==> src/rtl/pattern_bit_sequencer.sv <==
// Captures a WIDTH-bit pattern and streams selected bits one at a time from a start index.
// Latency: first bit (or done/err pulse) is visible the cycle after the accepted start.
// Backpressure: while valid_o is high and ready_i is low, bit_o/idx_o/valid_o hold.
module pattern_bit_sequencer #(
  parameter  int WIDTH = 8,
  localparam int IDX_W = $clog2(WIDTH),
  localparam int CNT_W = IDX_W + 1
) (
  input  logic             clk,
  input  logic             rst,
  input  logic             start_i,
  input  logic [WIDTH-1:0] pattern_i,
  input  logic [IDX_W-1:0] first_idx_i,
  input  logic [CNT_W-1:0] count_i,
  output logic             bit_o,
  output logic [IDX_W-1:0] idx_o,
  output logic             valid_o,
  input  logic             ready_i,
  output logic             busy_o,
  output logic             done_o,
  output logic             err_o
);

  typedef enum logic [1:0] {
    IDLE = 2'd0,
    RUN  = 2'd1,
    DONE = 2'd2,
    ERR  = 2'd3
  } state_t;

  state_t           state;
  state_t           state_nxt;
  logic [WIDTH-1:0] pat;
  logic [IDX_W-1:0] idx;
  logic [CNT_W-1:0] rem;
  logic             first_ok;
  logic             take;
  logic             xfer;

  // Index range check only matters for non-power-of-2 widths; the zero
  // extension keeps the compare meaningful when WIDTH == 2**IDX_W.
  assign first_ok = ({1'b0, first_idx_i} < CNT_W'(WIDTH));
  assign take     = (state == IDLE) && start_i && first_ok && (count_i != '0);
  assign xfer     = (state == RUN) && ready_i;

  // State register plus the captured pattern, current index and bits remaining.
  always_ff @(posedge clk) begin
    if (rst) begin
      state <= IDLE;
      pat   <= '0;
      idx   <= '0;
      rem   <= '0;
    end else begin
      state <= state_nxt;
      if (take) begin
        pat <= pattern_i;
        idx <= first_idx_i;
        rem <= count_i;
      end else if (xfer) begin
        idx <= (idx == IDX_W'(WIDTH - 1)) ? '0 : idx + IDX_W'(1);
        rem <= rem - CNT_W'(1);
      end
    end
  end

  // Next-state decode; start is only looked at while idle.
  always_comb begin
    state_nxt = state;
    case (state)
      IDLE: begin
        if (start_i) begin
          if (!first_ok)            state_nxt = ERR;
          else if (count_i == '0)   state_nxt = DONE;
          else                      state_nxt = RUN;
        end
      end
      RUN:     if (ready_i && (rem == CNT_W'(1))) state_nxt = DONE;
      DONE:    state_nxt = IDLE;
      ERR:     state_nxt = IDLE;
      default: state_nxt = IDLE;
    endcase
  end

  // Outputs come from registered state only, so nothing from an input reaches an output combinationally.
  assign valid_o = (state == RUN);
  assign bit_o   = valid_o & pat[idx];
  assign idx_o   = valid_o ? idx : '0;
  assign busy_o  = (state != IDLE);
  assign done_o  = (state == DONE);
  assign err_o   = (state == ERR);

endmodule

==> config.mk <==
export PLATFORM = sky130hd
export DESIGN_NAME = pattern_bit_sequencer
export DESIGN_NICKNAME = d
export VERILOG_FILES = /design/src/rtl/pattern_bit_sequencer.sv
export SDC_FILE = /design/constraint.sdc
export NUM_CORES = 1
export LEC_CHECK = 0
export CORE_ASPECT_RATIO = 0.8
export CORE_MARGIN = 1
export CORE_UTILIZATION = 45
export CTS_CLUSTER_DIAMETER = 120
export DETAILED_ROUTE_END_ITERATION = 12
export HOLD_SLACK_MARGIN = 0.08
export PLACE_DENSITY = 0.87
export SYNTH_ARGS = -nofsm -noshare
export SYNTH_HDL_FRONTEND = slang
export SYNTH_SLANG_ARGS = --single-unit
export TNS_END_PERCENT = 5
==> constraint.sdc <==
create_clock -name clk -period 2.2 [get_ports clk]
set_clock_uncertainty 0.15 [all_clocks]
set_input_delay 0.22 -clock clk [delete_from_list [all_inputs] [get_ports clk]]
set_output_delay 0.22 -clock clk [all_outputs]
set_load 0.01 [all_outputs]
# Word level (Yosys, flattened, before mapping)
# Index checks and enable logic that the tools add are counted.
# word_totals
ff_bits,17
wordCells,38
in_bits,19
# op_classes
eq_ne,7
n_reduce_logical,11
bitwise_logic,1
n_mux,12
order_cmp,1
n_addsub,2
# op_table
cell,n
two-way mux 3 bit,4
two-way mux 4 bit,2
two-way mux 2 bit,3
one-hot mux 2 bit (3 select lines),1
equality test 2 bit (second input constant),2
equality test 4 x 1 -> 1 bit (second input constant),1
logical AND 1 bit,4
logical NOT 4 bit,1
< comparator 3 x 4 -> 1 bit (second input constant),1
nonzero test 2 bit,2
nonzero test 4 bit,1
subtractor 4 x 1 -> 4 bit (second input constant),1
adder 3 x 1 -> 3 bit (second input constant),1
binary-select mux 1 bit (select 3 bit),1
equality test 3 bit (second input constant),1
equality test 2 x 1 -> 1 bit (second input constant),1
logical NOT 2 bit,1
!= test 2 x 1 -> 1 bit (second input constant),1
!= test 2 bit (second input constant),1
AND reduction 2 bit,1
OR reduction 2 bit,1
bitwise AND 1 bit,1
two-way mux 1 bit,1

# Longest topological paths before layout
# logic_depth
word_depth,4
ltp_mapped,6
depth_no_buf,5

# Worst setup path before layout
# OpenSTA, ideal clock, no wires.
# synth_path
kind,register to register
start,register state[0]
end,register rem[3]
n_path_buf,3
path_slack_ns,0.695
period_less_slack_ns,1.505
stages_incl_launch_ff,7
arrival_time_ns,1.226
cell_sequence,dfxtp_1 buf_6 or3b_1 buf_2 buf_6 o211ai_1 a31oi_1
# synth_between
elab_chain_len,4
word_cells_on_any_way,7
# synth_rtl
item,line_no,text
from (decl),31,state_t state;
from (signal assigned),54,state <= state_nxt;
logical NOT 2 bit,43,assign take = (state == IDLE) && start_i && first_ok && (count_i != '0);
logical AND 1 bit (2 in a row),43,
two-way mux 4 bit or nonzero test 2 bit (tied branches),--,
to (signal assigned),58,rem <= count_i;
to (signal assigned),61,rem <= rem - CNT_W'(1);
to (decl),35,logic [CNT_W-1:0] rem;
# Several ways; a longest one is shown, not always the timed one.
# A chain may end at the register's enable or synchronous reset.

# Final worst setup path
# layout_path
start,register idx[0]
end,output port bit_o
# layout_between
elab_chain_len,3
# layout_rtl
item,line_no,text
from (decl),34,logic [IDX_W-1:0] idx;
from (signal assigned),57,idx <= first_idx_i;
from (signal assigned),60,idx <= (idx == IDX_W'(WIDTH - 1)) ? '0 : idx + IDX_W'(1);
binary-select mux 1 bit (select 3 bit),86,assign bit_o = valid_o & pat[idx];
two-way mux 1 bit (not written as such),86,
bitwise AND 1 bit,86,
to (decl),15,"output logic bit_o,"
# Every way passes these cells. The select of a mux whose other input is x is not followed.

==> run summary <==
Mapped Nets -> 132
internal cell power -> 516 uW
most frequent cell after synthesis -> dfxtp_1
Worst Tran Pin Value -> 0.627 ns
Primary FF master, synth -> dfxtp_1
crit path max fanout -> 6
Worst Hold Class -> primary input to register
post-route design area -> 1250 um2
layout cells sized above 1 -> 0.115
routed vias -> 925
Row Count -> 14
# IOs -> 27
Num Clock Sinks -> 17
Psw -> 223 uW
chip width -> 54.0 um
met2 Use GR -> 0.353
number of flops mapped to enable cells by yosys -> 0
CORE AREA -> 1960 um2
RSZ-0062 raised after global routing -> no
Most Crowded Layer GR -> met2
Crit path largest cell delay -> 0.51 ns
GR Util met1 -> 0.277
Leak Pwr -> 0.467 nW
RePlAce Congestion -> 0.809
Critical-path top delay cell -> mux4_2
die area -> 2360 um2
DRC viols -> 0
Sequential Power Share -> 0.503
placed instance area -> 1220 um2
clock slew at reported path FFs -> 0.11 ns
Tmin final -> 2.03 ns
Overflow after GRT -> 0
post-layout utilization of the core -> 0.640
Setup TNS -> 0 ns
critical path endpoint category -> output port
vias per inst -> 5.97
Fin. Hold Viols -> 0
commonest cells in the netlist -> 17 x dfxtp_1, 14 x a21oi_1, 10 x o21ai_0
wire per inst -> 15.0 um
cell taking the most area after synthesis -> dfxtp_1
Startpoint Class -> register
hold_buf cts -> 0
met3 GRT Util -> 0.0737
global-route wire length before repair -> 3680 um
crit-path leading delay family -> multiplexers
Synth Instances -> 109
DRT iter0 DRCs -> 30
YS warnings -> 0
max-slew violation count -> 0
Post-CTS Setup Inserts -> 0
Cell Pwr Density -> 589 nW/um2
Worst Path Arrival -> 1.66 ns
top cell type's share of synthesized area -> 0.349
GRT Overall Usage -> 0.219
ANT cells -> 0
Post-synth ARST share -> 0
DR pass1 iterations -> 4
CTS tree -> yes
DRT Wirelength -> 2330 um
Final ANT Viol Nets -> 0
distinct cell type count after synthesis -> 36
clk_lat worst skew -> 0.30 ns
Seq/Total Area, Yosys -> 0.349
vias in the first global route -> 852
clock power share -> 0.225
initial core utilization -> 0.497
final worst slack -> 0.167 ns
Netlist Area Pre-Place -> 975 um2
Layout area overhead -> 28.8%
CP required -> 1.83 ns
Mapped Avg Cell Area -> 8.94 um2
leading post-synthesis cells by cell area -> dfxtp_1 35%, a21oi_1 7.2%, ha_1 5.1%
status -> finished, final reports clean
largest net degree at the start of global routing -> 18
H-tree depth -> 1
worst vdd rail ir drop -> 0.000453 V
Final HPWL DP -> 1660 um
clock tree buffer depth -> 2
WP buf/inv -> 1
final setup vio count -> 0
Gate power share -> 0.272
number of max-cap violations -> 0
Port Buf Inserts -> 26
Setup Crit Path Kind -> register to output port
fin nets -> 155
TritonCTS Buffers -> 3
Max Freq -> 492 MHz
FF+latch count, synth -> 17
Switching Fraction -> 0.302
initial antenna violation count -> 0
Setup WS pre-CTS -> 0.214 ns
clk root buf -> clkbuf_4
worst path cell trace -> mux4_2, nand3_1, nand2_1, dlygate4sd2_1
worst relative slew slack -> 0.580
Die Span Y -> 43.6 um
crit share post-route -> 0.924
==> path summary, 6_finish.rpt <==
kind	start	end	slack, ns	cells after the start
setup / recovery	idx[0]	bit_o	0.17	4
hold / removal	pattern_i[1]	pat[1]	0.33	3
setup reg to reg	state[1]	pat[4]	0.52	3
hold reg to reg	pat[3]	pat[3]	0.34	2
==> layer usage <==
layer	part of all wire	wire length [um]
met5	0	0
met4	0.012	29
met3	0.098	227
met2	0.47	1090
met1	0.42	975
==> state kept, by name, indices dropped and copies added (netlist names) <==
register / cells
pat: 8
state: 2
rem: 4
idx: 3
==> cells by family after synthesis <==
group / after synthesis / share of synthesized area
AO/OA/AOI/OAI: 39 / 0.248
buffers and inverters: 12 / 0.0732
flip-flops: 17 / 0.349
XOR/XNOR: 1 / 0.00899
adder cells (fa/ha/maj): 4 / 0.0513
AND/OR/NAND/NOR: 34 / 0.223
multiplexers: 2 / 0.0462
==> placed cells by master, fill, tap and decap left out, types with 3 or more instances in the layout <==
master	netlist	final
clkdlybuf4s50_1	0	25
dfxtp_1	17	15
a21oi_1	14	14
o21ai_0	10	10
nand3_1	9	9
nand2_1	5	5
o211ai_1	5	5
and2_1	4	4
ha_1	4	4
nand3b_1	3	3
clkbuf_4	0	3
==> cell type report <==
class,count,area (um2)
inverters,2,7.51
clock inverters,1,5.00
clock buffers,3,22.5
multi-input cells,80,571
well taps,24,30.0
repair buffers,28,274
fillers,182,707
flip-flops and latches,17,345
==> timing repair <==
item / CTS / global route
gates resized for setup: 5 / 1
endpoints found under the hold margin: 0 / 0
setup endpoints to repair: 5 / 3
==> worst reg2reg max path, delay by kind of cell, from the launching register on <==
kind	cells	cell delay, ns
flip-flops	1	0.41
AO/OA/AOI/OAI	2	0.35
AND/OR/NAND/NOR	1	0.62
==> through the flow <==
step	instances	total power, mW	hold WS [ns]
floorplan	109	0.498	0.218
global placement	151	0.567	0.312
detailed placement	151	0.575	0.321
CTS	155	0.742	0.335
global route	155	0.786	0.337
finish	155	0.740	0.333
==> power by group through the flow <==
stage                     Sequential, mW  Combinational, mW  Clock, mW
after global placement             0.375              0.192          0
final                              0.372              0.201      0.166
after floorplan                    0.365              0.134          0
after detailed placement           0.377              0.198          0
after global routing               0.378              0.220      0.189
after CTS                          0.371              0.201      0.170
(Power assumes the default switching activity.)
